===== src/rtl/coord_scan_pkg.sv =====
// Shared types and helpers for the search-window scan controller.
// Holds the FSM encoding and the candidate-count helper.
package coord_scan_pkg;

  typedef enum logic [1:0] {
    ST_IDLE,
    ST_LOAD,
    ST_REQ,
    ST_FIN
  } state_t;

  localparam int COORD_W_DEF = 8;

  function automatic int cand_count(
    input int sr,
    input int step
  );
    int n;
    n = (2 * sr) / step + 1;
    return n * n;
  endfunction

endpackage


===== src/rtl/coord_step_counter.sv =====
// One signed axis counter: load to -SR, step by STEP,
// wrap back to -SR when stepped at +SR.
module coord_step_counter
  import coord_scan_pkg::*;
#(
  parameter int SR   = 16,
  parameter int STEP = 4,
  parameter int W    = COORD_W_DEF
) (
  input  logic                clk,
  input  logic                rst,
  input  logic                load_min,
  input  logic                step_en,
  output logic signed [W-1:0] value,
  output logic                at_max
);

  localparam logic signed [W-1:0] MAXV  = W'(SR);
  localparam logic signed [W-1:0] MINV  = -MAXV;
  localparam logic signed [W-1:0] STEPV = W'(STEP);

  // compare before add, so +SR never overflows
  assign at_max = (value == MAXV);

  always_ff @(posedge clk or posedge rst) begin
    if (rst) begin
      value <= '0;
    end else if (load_min) begin
      value <= MINV;
    end else if (step_en) begin
      value <= at_max ? MINV : value + STEPV;
    end
  end

endmodule


===== src/rtl/coord_scan_ctrl.sv =====
// Raster scan of the signed search window, one load pulse
// and one held request per candidate block coordinate.
module coord_scan_ctrl
  import coord_scan_pkg::*;
#(
  parameter int SR      = 16,
  parameter int STEP    = 4,
  parameter int COORD_W = COORD_W_DEF
) (
  input  logic                      CLK,
  input  logic                      RST_ASYNC,
  input  logic                      START,
  input  logic                      ABORT,
  input  logic                      ACK,
  output logic signed [COORD_W-1:0] COORD_X,
  output logic signed [COORD_W-1:0] COORD_Y,
  output logic                      WRITE_EN,
  output logic                      REQ,
  output logic                      LAST,
  output logic                      BUSY,
  output logic                      DONE
);

  localparam int NCAND = cand_count(SR, STEP);

  if (SR < 1 || SR > 127 || STEP < 1 ||
      ((2 * SR) % STEP) != 0 || NCAND < 4 ||
      SR >= (1 << (COORD_W - 1))) begin : g_bad_param
    $error("coord_scan_ctrl: illegal SR/STEP/COORD_W");
  end

  state_t state;
  state_t state_n;
  logic   load_min;
  logic   adv;
  logic   x_max;
  logic   y_max;
  logic   at_last;

  assign at_last = x_max & y_max;

  always_comb begin
    state_n  = state;
    load_min = 1'b0;
    adv      = 1'b0;
    if (ABORT) begin
      state_n = ST_IDLE;
    end else begin
      unique case (state)
        ST_IDLE: begin
          if (START) begin
            state_n  = ST_LOAD;
            load_min = 1'b1;
          end
        end
        ST_LOAD: state_n = ST_REQ;
        ST_REQ: begin
          if (ACK) begin
            if (at_last) begin
              state_n = ST_FIN;
            end else begin
              state_n = ST_LOAD;
              adv     = 1'b1;
            end
          end
        end
        ST_FIN:  state_n = ST_IDLE;
        default: state_n = ST_IDLE;
      endcase
    end
  end

  // outputs are registered off the next state
  always_ff @(posedge CLK or posedge RST_ASYNC) begin
    if (RST_ASYNC) begin
      state    <= ST_IDLE;
      WRITE_EN <= 1'b0;
      REQ      <= 1'b0;
      LAST     <= 1'b0;
      BUSY     <= 1'b0;
      DONE     <= 1'b0;
    end else begin
      state    <= state_n;
      WRITE_EN <= (state_n == ST_LOAD);
      REQ      <= (state_n == ST_REQ);
      LAST     <= (state_n == ST_REQ) && at_last;
      BUSY     <= (state_n != ST_IDLE);
      DONE     <= (state_n == ST_FIN);
    end
  end

  coord_step_counter #(
    .SR  (SR),
    .STEP(STEP),
    .W   (COORD_W)
  ) u_x (
    .clk     (CLK),
    .rst     (RST_ASYNC),
    .load_min(load_min),
    .step_en (adv),
    .value   (COORD_X),
    .at_max  (x_max)
  );

  // Y advances only on the X wrap
  coord_step_counter #(
    .SR  (SR),
    .STEP(STEP),
    .W   (COORD_W)
  ) u_y (
    .clk     (CLK),
    .rst     (RST_ASYNC),
    .load_min(load_min),
    .step_en (adv & x_max),
    .value   (COORD_Y),
    .at_max  (y_max)
  );

endmodule


===== config.mk =====
export PLATFORM = sky130hd
export DESIGN_NAME = coord_scan_ctrl
export DESIGN_NICKNAME = d
export VERILOG_FILES = /design/src/rtl/coord_scan_pkg.sv /design/src/rtl/coord_step_counter.sv /design/src/rtl/coord_scan_ctrl.sv
export SDC_FILE = /design/constraint.sdc
export NUM_CORES = 1
export LEC_CHECK = 0
export CELL_PAD_IN_SITES_DETAIL_PLACEMENT = 0
export CELL_PAD_IN_SITES_GLOBAL_PLACEMENT = 1
export CORE_UTILIZATION = 39
export CTS_CLUSTER_DIAMETER = 30
export CTS_CLUSTER_SIZE = 16
export DETAILED_ROUTE_END_ITERATION = 6
export HOLD_SLACK_MARGIN = 0.1
export PLACE_DENSITY_LB_ADDON = 0.1
export SLEW_MARGIN = 20
export SYNTH_ARGS = -nofsm -noshare
export SYNTH_HDL_FRONTEND = slang
export SYNTH_SLANG_ARGS = --single-unit
export TNS_END_PERCENT = 30

===== constraint.sdc =====
create_clock -name CLK -period 3.26 [get_ports CLK]
set_clock_uncertainty 0.2 [all_clocks]
set_input_delay 0.489 -clock CLK [delete_from_list [all_inputs] [get_ports CLK]]
set_output_delay 0.489 -clock CLK [all_outputs]
set_load 0.03 [all_outputs]

==> summary.txt, run 1 <==
Detailed routing
  – Detail Route Antenna Nets: 0
  – Final wirelength: 2.15 mm
  – Drt first pass iters: 4
  – Average wire per standard cell: 13.5 um
  – Number of DRC markers in iteration 0: 22
  – DRC viols: 0
  – Via count: 854
  – Via density: 5.37

CTS
  – Setup Fix Bufs, Post-CTS: 0
  – Hold buffers post-CTS: 0
  – Clock root buffer: clkbuf_4
  – Clk slew on worst S/H paths: 0.11 ns
  – Clock latency on the worst-skew pair: 0.30 ns
  – Clock buffer depth: 2
  – CTS tree: yes
  – Post-CTS resize count: 0
  – TritonCTS buffer count: 3
  – Clk sinks: 19
  – H-tree Lvls: 1

Logic synthesis
  – Top cell type's share of synthesized area: 0.441
  – #FFs+latches synth: 19
  – Top cells by area, synth: dfrtp_1 (44%), ha_1 (4.6%), nand3_1 (3.7%), buf_4 (3.5%), a21oi_1 (2.8%)
  – Syn avg cell area: 9.97 um^2
  – Synth Warn #: 0
  – Syn Std Cell Area: 1080 um^2
  – Sequential element share of the synthesized area: 0.441
  – Post-synth top area cell: dfrtp_1
  – Post-synthesis cell type count: 36
  – Synth Instances: 108

Placement
  – Post-place instance area: 1290 um^2
  – I/O Buffers: 21
  – GPL Wtd Cong: 0.747
  – Post-place setup slack: 0.520 ns
  – Detailed Place HPWL: 1.58 mm

Critical path
  – Startpoint types: input port
  – Worst setup startpoint: ABORT
  – R2R Path End: u_y.value[4]
  – R2R Path Start: state[0]
  – Arr. time, crit path: 2.38 ns
  – Reg2Reg Depth: 4
  – Endpoint type of the worst setup path: register
  – Crit Path Class: input port to register
  – R2r setup slk: 1.18 ns
  – CP Data Required Time: 3.27 ns
  – Critical Path Fanout Max: 10

GRT
  – Vias in the first global route: 754
  – Remaining Overflow, GRT: 0
  – Antenna violations before repair: 0
  – Largest net degree at the start of global routing: 20
  – Tot GR Track Use: 0.172
  – First-pass GRT wire length: 3.53 mm

Min path
  – Hold path startpoint: u_x.value[7]
  – Hold Path End: u_x.value[7]
  – Hold path depth: 2
  – Hold/Removal Path Class: register to register

Layout
  – # diodes: 0
  – Layout cells sized above 1: 0.0698
  – Design area: 1320 um^2
  – Area Overhead vs Synth: 22.3%
  – Nets: 139

Die
  – IO Pins: 26
  – Core Box Area: 2540 um^2
  – Cell row count: 18
  – Die area: 2980 um^2
  – Die X: 54.6 um
  – Initial Util: 0.423
  – Die height: 54.6 um

STA
  – Setup violators final: 0
  – Fmax achieved: 422 MHz
  – Relative slew slack: 0.534
  – Final worst slack: 0.889 ns
  – Tcrit/Tclk final: 0.727
  – Post-route minimum period: 2.37 ns
  – Final Hold Viols: 0
  – Slew @ Worst Pin: 0.698 ns
  – Worst slack on hold paths: 0.369 ns
  – TNS Setup: 0 ns
  – RSZ-0062 raised after global routing: no
  – Slew Limit Fails: 0

Pwr
  – Power Density: 324 nW/um^2
  – Pwr Total: 427 uW
  – P_leak: 0.000582 uW
  – Peak VDD IR: 0.226 mV

Status
  – Status: completed

Run
  – Max-capacitance violation count: 0
## report_power, final
group | leakage [uW] | switching [uW] | internal, uW
sequential | 0.000219 | 6.50 | 242
clock | 0.0000177 | 76.9 | 45.8
combinational | 0.000345 | 35.2 | 21.3
total | 0.000582 | 119 | 309
## cell usage in the layout, fill, tap and decap left out, types with 3 or more instances in the layout
| master | synthesis | routed |
|---|---|---|
| ha_1 | 4 | 4 |
| clkbuf_4 | 0 | 3 |
| o21ai_0 | 3 | 3 |
| xnor2_1 | 3 | 3 |
| o21ai_1 | 3 | 3 |
| nand3_1 | 8 | 8 |
| nor3_1 | 3 | 3 |
| a21oi_1 | 6 | 6 |
| nand2_1 | 7 | 7 |
| clkdlybuf4s50_1 | 0 | 21 |
| dfrtp_1 | 19 | 19 |
| conb_1 | 1 | 4 |
| nor2_1 | 7 | 7 |
| and4_1 | 3 | 3 |
| inv_1 | 8 | 8 |
## routing by layer
metal / wire length, um / vias up / track usage
met5: 0 / - / 0
met4: 50 / 0 / 0.0897
met3: 86 / 5 / 0.0278
met2: 945 / 27 / 0.256
met1: 1070 / 400 / 0.239
li1: - / 422 / -
## cells in the mapped netlist, drive strengths merged
| cell type | number |
|---|---|
| a21o | 2 |
| inv | 8 |
| and2b | 1 |
| conb | 1 |
| ha | 4 |
| nor2 | 7 |
| o21ba | 1 |
| nand2b | 1 |
| and4 | 3 |
| o21ai | 6 |
| and2 | 2 |
| nand4 | 2 |
| or4b | 1 |
| nor3 | 3 |
| and4bb | 2 |
| nand3 | 8 |
| nor4 | 1 |
| a21oi | 8 |
| nand2 | 7 |
| buf | 6 |
| a211oi | 2 |
| o22a | 2 |
| nor4b | 2 |
| dfrtp | 19 |
| a221oi | 2 |
| xnor2 | 3 |
| clkbuf | 1 |
| xor2 | 1 |
| nand4bb | 1 |
| and3 | 1 |
## stage by stage
step           utilization  std cells
6_report             0.518        159
5_1_grt              0.518        159
4_1_cts              0.518        159
3_5_place_dp         0.507        155
3_3_place_gp         0.507        155
2_1_floorplan            -        111
## kinds of logic (layout without fill, tap and decap cells)
group,after synthesis,in the layout,share of synthesized area
AO/OA/AOI/OAI,23,23,0.149
AND/OR/NAND/NOR,42,42,0.257
adder cells (fa/ha/maj),4,4,0.0465
other,1,4,0.00348
XOR/XNOR,4,4,0.0325
flip-flops,19,19,0.441
buffers and inverters,15,33,0.0708
## worst max-delay path, cell delays in order
cell and delay (ns):
clkdlybuf4s50_1 0.52, nand4bb_1 0.55, a21oi_4 0.35, a21oi_2 0.13
a221oi_1 0.33
## layout make-up
| cell class | count | area [um^2] |
|---|---|---|
| Clock buffer | 3 | 22.5 |
| Clock inverter | 1 | 5.00 |
| Fill cell | 250 | 1230 |
| Inverter | 8 | 30.0 |
| Multi-Input combinational cell | 77 | 537 |
| Sequential cell | 19 | 475 |
| Tap cell | 30 | 37.5 |
| Timing Repair Buffer | 21 | 210 |
## registers in the layout (all words and copies together) (netlist names)
signal / flops
u_y.value: 6
state: 2
BUSY: 1
LAST: 1
DONE: 1
REQ: 1
u_x.value: 6
WRITE_EN: 1
## worst max path at each step
stage	to	slack, ns	cells past startpoint
after floorplan	u_y.value[5]	1.23	7
after global placement	u_y.value[4]	0.67	5
after detailed placement	u_y.value[4]	0.52	5
after CTS	u_y.value[4]	0.84	5
after global routing	u_y.value[4]	0.67	5
final	u_y.value[4]	0.89	5
No activity file was read; power rests on OpenSTA's default activity.
==> inputs of run 2 (changes only) <==
CORE_UTILIZATION = 33   (was 39)
clock period = 2.1 ns   (was 3.26 ns; I/O delays follow)
==> run 2 against run 1 <==
Net effect: clock power rose by 54%; critical path depth fell by 4; setup slack got worse by 0.81 ns; critical endpoint is now COORD_Y[5]; total power rose by 57%; critical path type is now register to output pin; sequential share of layout area fell by 1.8 points.
==> summary.txt, run 2 (same netlist as run 1, synthesis figures left out) <==
Critical path
  – CP Data Required Time: 1.58 ns
  – Slowest-stage cell, CP: clkdlybuf4s50_1
  – Critical Path, Cell by Cell: clkdlybuf4s50_1
  – Crit Path Class: register to output pin
  – Crit. path cell count: 1
  – Worst setup startpoint: u_y.value[5]
  – Crit-path max cell delay: 0.72 ns
  – Startpoint types: register
  – Reg2Reg Depth: 6
  – Critical Path Fanout Max: 6
  – Arr. time, crit path: 1.51 ns
  – Buf/Inv on CP: 1
  – R2R Path Start: u_y.value[2]
  – Endpoint type of the worst setup path: output pin
  – CP top delay family: buffers and inverters

Layout
  – Finished Layout Cells: 180
  – Design area: 1390 um^2
  – Area Overhead vs Synth: 28.7%
  – Commonest non-fill, non-tap cell in the layout: clkdlybuf4s50_1
  – # diodes: 0
  – Biggest regs: u_x.value x6, u_y.value x6, state x2
  – Nets: 146
  – Fin util: 0.450
  – Highest-count cells in the layout ignoring fill and taps: clkdlybuf4s50_1 (21), dfrtp_1 (19), inv_1 (8), nand3_1 (8)
  – Layout cells sized above 1: 0.110

GRT
  – Vias in the first global route: 861
  – Largest net degree at the start of global routing: 20
  – Tot GR Track Use: 0.154
  – Remaining Overflow, GRT: 0
  – First-pass GRT wire length: 3.98 mm
  – Antenna violations before repair: 0

Pwr
  – P_leak: 0.000611 uW
  – Peak VDD IR: 0.238 mV
  – Power Density: 484 nW/um^2
  – Pwr Total: 670 uW

Placement
  – Placed cell count: 176
  – Post-place instance area: 1360 um^2
  – Detailed Place HPWL: 1.71 mm
  – GPL Wtd Cong: 0.701
  – I/O Buffers: 21

CTS
  – Post-CTS resize count: 0
  – Clock latency on the worst-skew pair: 0.30 ns
  – Clk sinks: 19
  – Clock root buffer: clkbuf_4
  – TritonCTS buffer count: 3
  – Clock buffer depth: 2
  – H-tree Lvls: 1
  – CTS tree: yes
  – Clk slew on worst S/H paths: 0.11 ns
  – Setup Fix Bufs, Post-CTS: 0
  – Hold buffers post-CTS: 0

Run
  – Max-capacitance violation count: 0

STA
  – Setup violators final: 0
  – Fmax achieved: 494 MHz
  – RSZ-0062 raised after global routing: no
  – Slew Limit Fails: 0
  – TNS Setup: 0 ns
  – Final Hold Viols: 0
  – Tcrit/Tclk final: 0.964
  – Post-route minimum period: 2.02 ns

Die
  – Core Box Area: 3080 um^2
  – Cell row count: 20
  – Die X: 59.1 um
  – Initial Util: 0.350
  – Die area: 3500 um^2
  – Die height: 59.1 um
  – IO Pins: 26

Detailed routing
  – Detail Route Antenna Nets: 0
  – Final wirelength: 2.29 mm
  – WL met1: 1.10 mm
  – Via count: 884
  – Top sig layer: met4
  – Average wire per standard cell: 12.7 um
  – Number of DRC markers in iteration 0: 26
  – Drt first pass iters: 4
  – WL met3: 61 um
  – Met2 routed WL: 1.10 mm
  – Via density: 4.91
  – DRC viols: 0

Status
  – Status: completed

Min path
  – Hold/Removal Path Class: input port to asynchronous set/reset pin
## run 2: cell count changes in the layout (fill, tap and decap cells not counted), sizes merged
cell	before	now
clkinv	1	0
buf	0	7
clkbuf	3	4
## run 2: power breakdown
part	leakage [uW]	switching, uW	internal, uW	total (uW)
Sequential	0.000219	9.91	375	385
Clock	0.0000150	115	74.0	189
Combinational	0.000377	56.6	39.4	95.9
## run 2: routing by layer
layer  global-route usage  vias up
li1                     -      432
met1                0.202      432
met2                0.253       16
met3               0.0197        4
met4               0.0714        0
met5                    0        -
## run 2: final timing paths
| kind | to | slack [ns] |
|---|---|---|
| setup / recovery | COORD_Y[5] | 0.08 |
| hold / removal | u_y.value[7] | 0.12 |
| setup reg to reg | u_y.value[6] | 0.14 |
| hold reg to reg | u_x.value[7] | 0.38 |
| max in group asynchronous | u_x.value[2] | 1.36 |
| min in group CLK | u_x.value[7] | 0.38 |
## run 2: area by class of cell
| class | count | area (um^2) |
|---|---|---|
| flip-flops and latches | 19 | 475 |
| multi-input cells | 77 | 537 |
| clock buffers | 4 | 26.3 |
| fillers | 327 | 1690 |
| repair buffers | 28 | 263 |
| inverters | 8 | 30.0 |
| well taps | 44 | 55.1 |
## run 2: stage by stage
stage	hold WS, ns	setup slack, ns
after floorplan	0.0661	0.0675
after global placement	0.352	0.0963
after detailed placement	0.352	0.0511
after CTS	0.131	0.0554
after global routing	0.151	0.000783
final	0.120	0.0756
